<file path="config.mk">
export PLATFORM = sky130hd
export DESIGN_NAME = fetch_sequencer
export DESIGN_NICKNAME = d
export VERILOG_FILES = /design/src/rtl/x9_fetch_pkg.sv /design/src/rtl/next_pc_logic.sv /design/src/rtl/fetch_sequencer.sv
export SDC_FILE = /design/constraint.sdc
export NUM_CORES = 1
export LEC_CHECK = 0
export CAP_MARGIN = 20
export CORE_UTILIZATION = 55
export CTS_CLUSTER_DIAMETER = 100
export CTS_CLUSTER_SIZE = 16
export DETAILED_ROUTE_END_ITERATION = 8
export PLACE_DENSITY_LB_ADDON = 0.3
export SLEW_MARGIN = 20
export SYNTH_ARGS = -nofsm -noshare
export SYNTH_HDL_FRONTEND = slang
export SYNTH_HIERARCHICAL = 1
export SYNTH_SLANG_ARGS = --single-unit
</file>
<file path="constraint.sdc">
create_clock -name clk -period 4.47 [get_ports clk]
set_clock_uncertainty 0.15 [all_clocks]
set_input_delay 0.447 -clock clk [delete_from_list [all_inputs] [get_ports clk]]
set_output_delay 0.447 -clock clk [all_outputs]
set_load 0.02 [all_outputs]
</file>
<file path="src/rtl/x9_fetch_pkg.sv">
// Shared definitions for the instruction-fetch sequencer.
//   fetch_state_t      : sequencer state (IDLE / RUN / DONE)
//   X9_D               : default fetch address width (ROM depth 2**X9_D)
//   X9_OFS_W           : default relative branch offset width
//   X9_CT_W            : default executed-cycle counter width
//   X9_START_ADDR      : default program entry address
package x9_fetch_pkg;

  typedef enum logic [1:0] {
    IDLE = 2'd0,
    RUN  = 2'd1,
    DONE = 2'd2
  } fetch_state_t;

  localparam int          X9_D          = 12;
  localparam int          X9_OFS_W      = 8;
  localparam int          X9_CT_W       = 16;
  localparam int unsigned X9_START_ADDR = 0;

endpackage

</file>
<file path="src/rtl/next_pc_logic.sv">
// Next fetch address selection for the sequencer while running.
//   pc             in   D      current fetch address
//   halt           in   1      hold PC (halt instruction stays addressed)
//   stall          in   1      hold PC; a simultaneous branch is dropped
//   branch_en      in   1      redirect fetch
//   branch_abs     in   1      1: absolute target, 0: PC-relative
//   branch_target  in   D      absolute target
//   branch_offset  in   OFS_W  signed relative offset
//   next_pc        out  D      address to load on the next edge
module next_pc_logic
  import x9_fetch_pkg::*;
#(
  parameter int D     = X9_D,
  parameter int OFS_W = X9_OFS_W
) (
  input  logic                    [D-1:0] pc,
  input  logic                            halt,
  input  logic                            stall,
  input  logic                            branch_en,
  input  logic                            branch_abs,
  input  logic                    [D-1:0] branch_target,
  input  logic signed         [OFS_W-1:0] branch_offset,
  output logic                    [D-1:0] next_pc
);

  logic signed [D-1:0] ofs_ext;

  // Size cast of a signed operand sign-extends to D bits; the D-bit add
  // below then discards the carry, giving modulo-2**D arithmetic.
  assign ofs_ext = D'(branch_offset);

  always_comb begin
    next_pc = pc + D'(1);
    if (halt || stall) begin
      next_pc = pc;
    end else if (branch_en) begin
      if (branch_abs) next_pc = branch_target;
      else            next_pc = pc + $unsigned(ofs_ext);
    end
  end

endmodule

</file>
<file path="src/rtl/fetch_sequencer.sv">
// Program-counter sequencer for the combinational instruction ROM.
//   clk            in   1      system clock, rising edge
//   reset          in   1      synchronous active-high reset
//   start          in   1      begin/restart program (IDLE/DONE only)
//   stall          in   1      hold PC this cycle (RUN only)
//   halt           in   1      current instruction is halt; stop after it
//   branch_en      in   1      redirect fetch this cycle
//   branch_abs     in   1      1: absolute target, 0: PC-relative offset
//   branch_target  in   D      absolute target
//   branch_offset  in   OFS_W  signed relative offset
//   prog_ctr       out  D      registered ROM fetch address
//   running        out  1      high while in RUN
//   done           out  1      high while in DONE
//   cycle_ct       out  CT_W   RUN cycles since last start (saturating)
module fetch_sequencer
  import x9_fetch_pkg::*;
#(
  parameter int          D          = X9_D,
  parameter int unsigned START_ADDR = X9_START_ADDR,
  parameter int          OFS_W      = X9_OFS_W,
  parameter int          CT_W       = X9_CT_W
) (
  input  logic                    clk,
  input  logic                    reset,
  input  logic                    start,
  input  logic                    stall,
  input  logic                    halt,
  input  logic                    branch_en,
  input  logic                    branch_abs,
  input  logic            [D-1:0] branch_target,
  input  logic signed [OFS_W-1:0] branch_offset,
  output logic            [D-1:0] prog_ctr,
  output logic                    running,
  output logic                    done,
  output logic         [CT_W-1:0] cycle_ct
);

  localparam logic [D-1:0] START_PC = D'(START_ADDR);

  if (D < OFS_W) begin : g_bad_widths
    $error("fetch_sequencer: D must be >= OFS_W");
  end

  function automatic logic [CT_W-1:0] sat_inc(input logic [CT_W-1:0] v);
    return (&v) ? v : v + CT_W'(1);
  endfunction

  fetch_state_t   state_q;
  logic [D-1:0]   next_pc;

  next_pc_logic #(
    .D     (D),
    .OFS_W (OFS_W)
  ) u_next_pc (
    .pc            (prog_ctr),
    .halt          (halt),
    .stall         (stall),
    .branch_en     (branch_en),
    .branch_abs    (branch_abs),
    .branch_target (branch_target),
    .branch_offset (branch_offset),
    .next_pc       (next_pc)
  );

  always_ff @(posedge clk) begin
    if (reset) begin
      state_q  <= IDLE;
      prog_ctr <= START_PC;
      cycle_ct <= '0;
    end else begin
      unique case (state_q)
        IDLE, DONE: begin
          // PC and counter stay frozen until a (re)start.
          if (start) begin
            state_q  <= RUN;
            prog_ctr <= START_PC;
            cycle_ct <= '0;
          end
        end
        RUN: begin
          // The halt cycle itself is counted.
          cycle_ct <= sat_inc(cycle_ct);
          prog_ctr <= next_pc;
          if (halt) state_q <= DONE;
        end
        default: begin
          state_q <= IDLE;
        end
      endcase
    end
  end

  assign running = (state_q == RUN);
  assign done    = (state_q == DONE);

endmodule

</file>
# == After elaboration in Yosys (flattened, before gate mapping) ==
# Index checks and enable logic that the tools add are counted.
# totals
reg_bits,30
inputBits,27
output_inout_bits,30
word_cells,31
# classes
add_sub_neg,3
eq_ne,6
muxes,11
reduce_logical,8
# op_table
operator,n
$mux W12,4
$mux W16,2
$pmux W16 S2,1
$pmux W12 S2,1
$add A16 B1 Y16 const B,1
$reduce_and A16 Y1,1
$add A12 B1 Y12 const B,1
$add A12 B12 Y12,1
$ne A2 B2 Y1 const B,4
$reduce_and A3 Y1,2
$mux W2,2
$pmux W2 S2,1
$eq A2 B1 Y1 const B,1
$eq A2 B2 Y1 const B,1
$logic_not A2 Y1,1
$reduce_and A2 Y1,1
$reduce_bool A2 Y1,1
$reduce_or A2 Y1,1
$logic_or A1 B1 Y1,1

# == Longest topological paths before layout ==
# Gate-level depths: netlist of the first run.
# depth
depth_word,5
depth_mapped,11
ltp_nobuf,11

# == Cells and area by module ==
# The synthesis of the first run kept the hierarchy.
# modules_own_cells
mod,n_inst,cells_per_inst,area_per_inst_um2,seq_area_each_um2
fetch_sequencer,1,157,1418.9,600.6
next_pc_logic,1,159,1049.8,0.0

# == Worst setup path after synthesis of the first run ==
# Ideal clock, no wire load.
# synth_timing
kind,register -> register
start,register prog_ctr[4]
end,register prog_ctr[11]
setup_ps,128
t_arrival_ps,2241
required_time_ps,4192
path_slack_ps,1952
path_stages_with_launch,10
n_path_buf,0
period_less_slack_ps,2518
cell_sequence,dfxtp_1 ha_1 a21o_1 a31o_1 a31oi_1 and4b_1 mux2i_1 a221o_1 a22oi_1 nor2_1
# synth_via
elab_chain_len,5
word_cells_on_any_way,6
cone_classes,2 x add/sub; 4 x mux
# synth_lines
item,line,rtl
"start, declared",fetch_sequencer.sv:32,"output logic [D-1:0] prog_ctr,"
"start signal, assigned",fetch_sequencer.sv:83,prog_ctr <= next_pc;
$add A12 B12 Y12,next_pc_logic.sv:38,else next_pc = pc + $unsigned(ofs_ext);
$mux W12,next_pc_logic.sv:37,if (branch_abs) next_pc = branch_target;
$mux W12 *,next_pc_logic.sv:36,end else if (branch_en) begin
$mux W12 *,next_pc_logic.sv:34,if (halt || stall) begin
net next_pc[11],fetch_sequencer.sv:49,logic [D-1:0] next_pc;
$pmux W12 S2 *,fetch_sequencer.sv:71,unique case (state_q)
# Mark *: on every way through the listed nets, which the timed path passes. The rest lies on a longest branch. The select of a mux whose other input is x is not followed.
# A chain may end at the register's enable or synchronous reset.

# == Worst setup path after layout of the first run ==
# layout_timing
start,register state_q[1]
end,output running
# layout_via
elab_chain_len,1
# layout_lines
item,line,rtl
"start, declared",fetch_sequencer.sv:48,fetch_state_t state_q;
"start signal, assigned",fetch_sequencer.sv:67,state_q <= IDLE;
"start signal, assigned",fetch_sequencer.sv:75,state_q <= RUN;
"start signal, assigned",fetch_sequencer.sv:84,if (halt) state_q <= DONE;
$eq A2 B1 Y1,fetch_sequencer.sv:93,assign running = (state_q == RUN);
"end, declared",fetch_sequencer.sv:33,"output logic running,"
# No other way between the ends.

==> results of run 1 <==
==> area by class of cell <==
type | instances | share of cell area (%)
Clock buffer | 6 | 2.64
Multi-Input combinational cell | 256 | 55.8
Sequential cell | 30 | 19.2
Inverter | 12 | 1.44
Timing Repair Buffer | 61 | 18.9
Tap cell | 50 | 2.00
==> synthesized netlist by cell type (3+ instances only) <==
library cell / count / area share (%)
inv_1: 11 / 1.7
nor2b_1: 4 / 1.0
a21o_1: 4 / 1.2
nor2_1: 33 / 5.0
a211oi_1: 4 / 1.2
o21ai_0: 19 / 3.9
a31oi_1: 12 / 3.0
nand2_1: 23 / 3.5
or3_1: 4 / 1.0
a21oi_1: 19 / 3.9
dfxtp_1: 30 / 24
mux2i_1: 6 / 2.4
and3_1: 4 / 1.0
nand2b_1: 3 / 0.76
nor3_1: 13 / 2.6
nand3_1: 10 / 2.0
o211ai_1: 4 / 1.2
nand4_1: 7 / 1.8
xnor2_1: 3 / 1.1
ha_1: 13 / 6.6
a22oi_1: 13 / 4.0
buf_2: 5 / 1.0
clkbuf_1: 12 / 1.8
xor2_1: 5 / 1.8
==> metrics by stage <==
step	hold slack, ns	total power (uW)	std cells	util (%)
floorplan	0.403	370	316	-
global placement	0.364	421	409	73.7
detailed placement	0.388	424	409	73.7
CTS	0.397	636	415	75.7
global route	0.428	666	415	75.6
finish	0.401	631	415	75.6
==> cells by family after synthesis <==
| family | after synthesis | synth area share [%] |
|---|---|---|
| AND/OR/NAND/NOR | 122 | 27.0 |
| AO/OA/AOI/OAI | 104 | 30.3 |
| buffers and inverters | 30 | 4.81 |
| flip-flops | 30 | 24.3 |
| adder cells (fa/ha/maj) | 14 | 7.40 |
| XOR/XNOR | 8 | 2.84 |
| multiplexers | 8 | 3.35 |
==> routing by layer <==
layer | wire, um | share of wire, %
met5 | 0 | 0
met3 | 376 | 5.6
met4 | 109 | 1.6
met1 | 2990 | 44
met2 | 3250 | 48
==> worst paths after layout <==
| kind | start | endpoint | slack (ns) | cells after the start |
|---|---|---|---|---|
| worst max-delay path | state_q[1] | running | 1.59 | 3 |
| worst max register to register | state_q[1] | cycle_ct[14] | 1.64 | 7 |
| worst min-delay path | cycle_ct[9] | cycle_ct[9] | 0.40 | 1 |
| worst min register to register | cycle_ct[9] | cycle_ct[9] | 0.40 | 1 |
==> flip-flops by register name, summed over array words and instances, names as in the netlist <==
name,cells
prog_ctr,12
state_q,2
cycle_ct,16
==> power by group through the flow <==
stage / registers [uW] / logic (uW) / clock network [uW]
2_1_floorplan: 284 / 85.4 / 0
3_3_place_gp: 283 / 139 / 0
3_5_place_dp: 283 / 141 / 0
4_1_cts: 277 / 142 / 218
5_1_grt: 278 / 155 / 233
6_report: 277 / 142 / 212
==> critical path: cells and delay by family (launching register included) <==
family,cells,cell delay (ns)
and+or+nand+nor,1,0.62
DFF,1,0.32
buffers and inverters,2,1.07
==> run metrics, run 1 <==
Nets=407; sw frac=28.3%; critical path's largest stage delay=0.64 ns; Hold-fix buffers, CTS=0; port bufs=56; FP Rows=23; leading cell type in the layout, fill and taps excluded=clkdlybuf4s50_1; area of the multi-input gates=1750 um2; Placer Congestion=0.868; Initial Util=59.6%; DR pass1 iterations=4; vias in the first global route=2,259; endpoints failing setup=0; Ys Warns=6; worst skew pair latency=0.28 ns; Seq. cell area=601 um2; M3 GR Usage=5.43%; setup tns final=0 ns; sequential-to-total area share from yosys stat=24.3%; DRT antenna net count=0; most frequent cells in the layout=clkdlybuf4s50_1 (55), nor2_1 (33), dfxtp_1 (30), nand2_1 (23); tightest slew margin relative to the limit=35.0%; synthesis-to-finish area growth=26.9%; Comb power frac=22.5%; DIE HEIGHT=69.0 um; drt total wl=6.73 mm; pwr/cell area=202 nW/um2; Critical Path, Cell by Cell=nand2b_1 -> clkinv_1 -> clkdlybuf4s50_1; Tcrit/Tclk final=64.4%; Num CTS Buffers=5; share of cells above drive strength 1=9.86%; nature of the critical path startpoint=flop; sequential group share of total power=43.9%; routing usage on met1=37.4%; crit end category=output port; 1st-iter DRT viols=259; CTS tree=done; Worst-Margin Slew=0.971 ns; internal power=452 uW; root buf cell=clkbuf_8; Setup Fix Bufs, Post-CTS=0; antenna violations before repair=0; drt drc=0; Top Usage Layer GRT=met2; total global routing overflow=0; HP Class=flop to flop; final slew viol count=0; syn_nets=357; DR vias/cell=6.33; Clk pwr share=33.5%; Max Freq=0.347 GHz; peak supply drop=174 uV; Async SR Flop Fraction=0%; io pins=57; slowest stage cell, crit path=clkdlybuf4s50_1; vias post-DR=2,627; Final WS setup=1.59 ns; clock buffer depth=2; RSZ-0062 raised after global routing=false; Sink Count=30; WL/cell=16.2 um; # fillers=345; worst slack at placement=1.36 ns; critical path class=flop to output port; crit path time final=2.88 ns; sw power=179 uW; LEAKAGE=0.00113 uW; number of flops mapped to enable cells by yosys=0; WP data arrival=2.28 ns; status=finished, final reports clean; post-route cell area=3130 um2; largest net degree at the start of global routing=30; largest fanout on the critical path=21; core area=4140 um2; register bit total from synthesis=30; htree depth=2; hpwl dp=4.82 mm; die area=4760 um2; Netlist cell types=66; GR met2 Demand/Resource=48.5%; first-pass GRT wire length=10.4 mm; syn avg cell area=7.81 um2; Crit path required time=3.87 ns; cts repair resizes=0; clk slew on worst S/H paths=0.06 ns; GRT Util Overall=29.3%; die width=69.0 um; Max-Cap Viols=0; Syn Inst Count=316; # diodes=0; Hold Vio Cnt, Final=0; DP Area=3060 um2; top_reg_cell synth=dfxtp_1; Post-Syn Area=2470 um2
Note: power is estimated with default switching activity, not from simulation.
==> inputs of run 2 (changes only) <==
--- a/config.mk
+++ b/config.mk
@@ -6,7 +6,7 @@
 export NUM_CORES = 1
 export LEC_CHECK = 0
 export CAP_MARGIN = 20
-export CORE_UTILIZATION = 55
+export CORE_UTILIZATION = 51
 export CTS_CLUSTER_DIAMETER = 100
 export CTS_CLUSTER_SIZE = 16
 export DETAILED_ROUTE_END_ITERATION = 8
==> constraint.sdc (replaced) <==
create_clock -name clk -period 2.97 [get_ports clk]
set_clock_uncertainty 0.15 [all_clocks]
set_input_delay 0.297 -clock clk [delete_from_list [all_inputs] [get_ports clk]]
set_output_delay 0.297 -clock clk [all_outputs]
set_load 0.02 [all_outputs]
==> run 2 against run 1 <==
  * Flip-flop and latch count stayed put
  * Register-to-register slack worse by 1.3 ns
  * Power is 50% higher
  * Non-clock buffer count is 7 higher
  * Highest routed layer unchanged
  * Sequential share of layout area is 0.32 points lower
  * Via count is 3.9% higher
  * Design area is 1.7% higher
  * Clock-buffer cell count is 1 higher
  * Largest cell class unchanged
  * Worst hold slack worse by 0.014 ns
  * Wire length is 3.1% higher
  * First-iteration DRC count is 25% lower
==> run metrics, run 2 (same netlist as run 1, synthesis figures left out) <==
final cell count without fillers=425 (+2.4%); Placer Congestion=0.906 (+4.5%); internal power=668 uW (+48%); vias in the first global route=2,552 (+13%); Largest register FFs=16 (unchanged); # fillers=396 (+15%); Crit path required time=2.98 ns (-0.89 ns); total power=948 uW (+50%); Sink Count=30 (unchanged); clk slew on worst S/H paths=0.06 ns (about the same); cts repair resizes=0 (unchanged); core area=4500 um2 (+8.7%); HP Class=flop to flop; Critical Path, Cell by Cell=clkdlybuf4s50_1 -> ha_1 -> inv_1 -> fa_1 -> inv_1 -> a21o_1 -> a221o_1 -> a21oi_1 -> mux2i_1 -> a21oi_1 -> a22oi_1 -> nor2_1; synthesis-to-finish area growth=29.1%; Max Freq=0.379 GHz; dpl cells=418 (+2.2%); leading cell type in the layout, fill and taps excluded=clkdlybuf4s50_1; RSZ-0062 raised after global routing=false; top flop regs=cycle_ct: 16 flops, prog_ctr: 12 flops, state_q: 2 flops; Buffers & Inverters on Critical Path=3 (+1); sw frac=29.5% (+1.2 points); DR vias/cell=6.42 (+1.4%); critical path's largest stage delay=0.40 ns (-0.24 ns); pwr/cell area=298 nW/um2 (+48%); Setup Fix Bufs, Post-CTS=0 (unchanged); Hold Vio Cnt, Final=0 (unchanged); Tcrit/Tclk final=88.8%; largest fanout on the critical path=3 (-86%); htree depth=2 (unchanged); total global routing overflow=0 (unchanged); share of cells above drive strength 1=11.0% (+1.1 points); critical path class=input port to flop; GRT Util Overall=28.1% (-1.2 points); sw power=280 uW (+57%); worst skew pair latency=0.28 ns (about the same); Crit path max-delay family=compound AO/OA/AOI/OAI gates; status=finished, final reports clean; drt total wl=6.93 mm (+3.1%); antenna violations before repair=0 (unchanged); Num CTS Buffers=5 (unchanged); most frequent cells in the layout=clkdlybuf4s50_1 (56), nor2_1 (33), dfxtp_1 (30), nand2_1 (23); root buf cell=clkbuf_8; Max-Cap Viols=0 (unchanged); Nets=414 (+1.7%); nature of the critical path startpoint=input port; 1st-iter DRT viols=195 (-25%); first-pass GRT wire length=11.5 mm (+11%); sequential group share of total power=43.9% (about the same); # diodes=0 (unchanged); port bufs=56 (unchanged); slowest stage cell, crit path=clkdlybuf4s50_1; peak supply drop=330 uV (+90%); crit path time final=2.64 ns; clock buffer depth=2 (unchanged); endpoints failing setup=0 (unchanged); DR pass1 iterations=5 (+1); Clk pwr share=32.7% (-0.8 points); crit end category=flop; hpwl dp=4.93 mm (+2.2%); DIE HEIGHT=71.6 um (+3.7%); WL/cell=16.3 um (+0.65%); tightest slew margin relative to the limit=55.6% (+21 points); largest net degree at the start of global routing=29 (-3.3%); Initial Util=54.8% (-4.8 points); setup tns final=0 ns (unchanged); die width=71.6 um (+3.7%); final slew viol count=0 (unchanged); Comb power frac=23.5% (+1.0 points); CTS tree=done; Finished Core Util=70.8% (-4.9 points); vias post-DR=2,729 (+3.9%); Hold-fix buffers, CTS=0 (unchanged); Worst-Margin Slew=0.660 ns (-0.311 ns); LEAKAGE=0.00116 uW (+2.6%); Most flops, register=cycle_ct; io pins=57 (unchanged); FP Rows=24 (+4.3%); WP data arrival=2.65 ns (+0.37 ns); drt drc=0 (unchanged); die area=5120 um2 (+7.6%); DRT antenna net count=0 (unchanged)
[run 2: worst paths after layout]
path | start | to | slack (ns) | cells past startpoint
worst min-delay path | cycle_ct[9] | cycle_ct[9] | 0.39 | 1
worst max-delay path | branch_offset[0] | prog_ctr[8] | 0.33 | 12
worst max register to register | prog_ctr[4] | prog_ctr[11] | 0.36 | 9
worst min register to register | cycle_ct[9] | cycle_ct[9] | 0.39 | 1
[run 2: power by group through the flow]
stage	logic [uW]	clock network, uW	registers (uW)
final	222	310	416
after global routing	242	337	417
after CTS	220	319	416
after detailed placement	218	0	425
after global placement	214	0	425
after floorplan	128	0	428
[run 2: area by class of cell]
class	count	area (um2)	area share, %
repair buffers	68	651	20.4
multi-input cells	256	1750	54.9
flip-flops and latches	30	601	18.8
inverters	12	45.0	1.41
well taps	52	65.1	2.04
clock buffers	7	76.3	2.39
[run 2: per-layer routing]
| layer | global-route usage, % | share of wire, % | vias to the layer above |
|---|---|---|---|
| met5 | 0 | 0 | - |
| met4 | 7.63 | 1.5 | 0 |
| met3 | 4.64 | 6.6 | 14 |
| met2 | 50.2 | 48 | 107 |
| met1 | 35.1 | 44 | 1287 |
| li1 | - | - | 1321 |
[run 2: per-stage QoR]
step	cell area, um2	hold WS [ns]	setup WS [ns]
after floorplan	2470	0.307	0.452
after global placement	3110	0.371	0.156
final	3190	0.387	0.332
after global routing	3190	0.410	0.208
after CTS	3190	0.390	0.350
after detailed placement	3110	0.379	0.0759
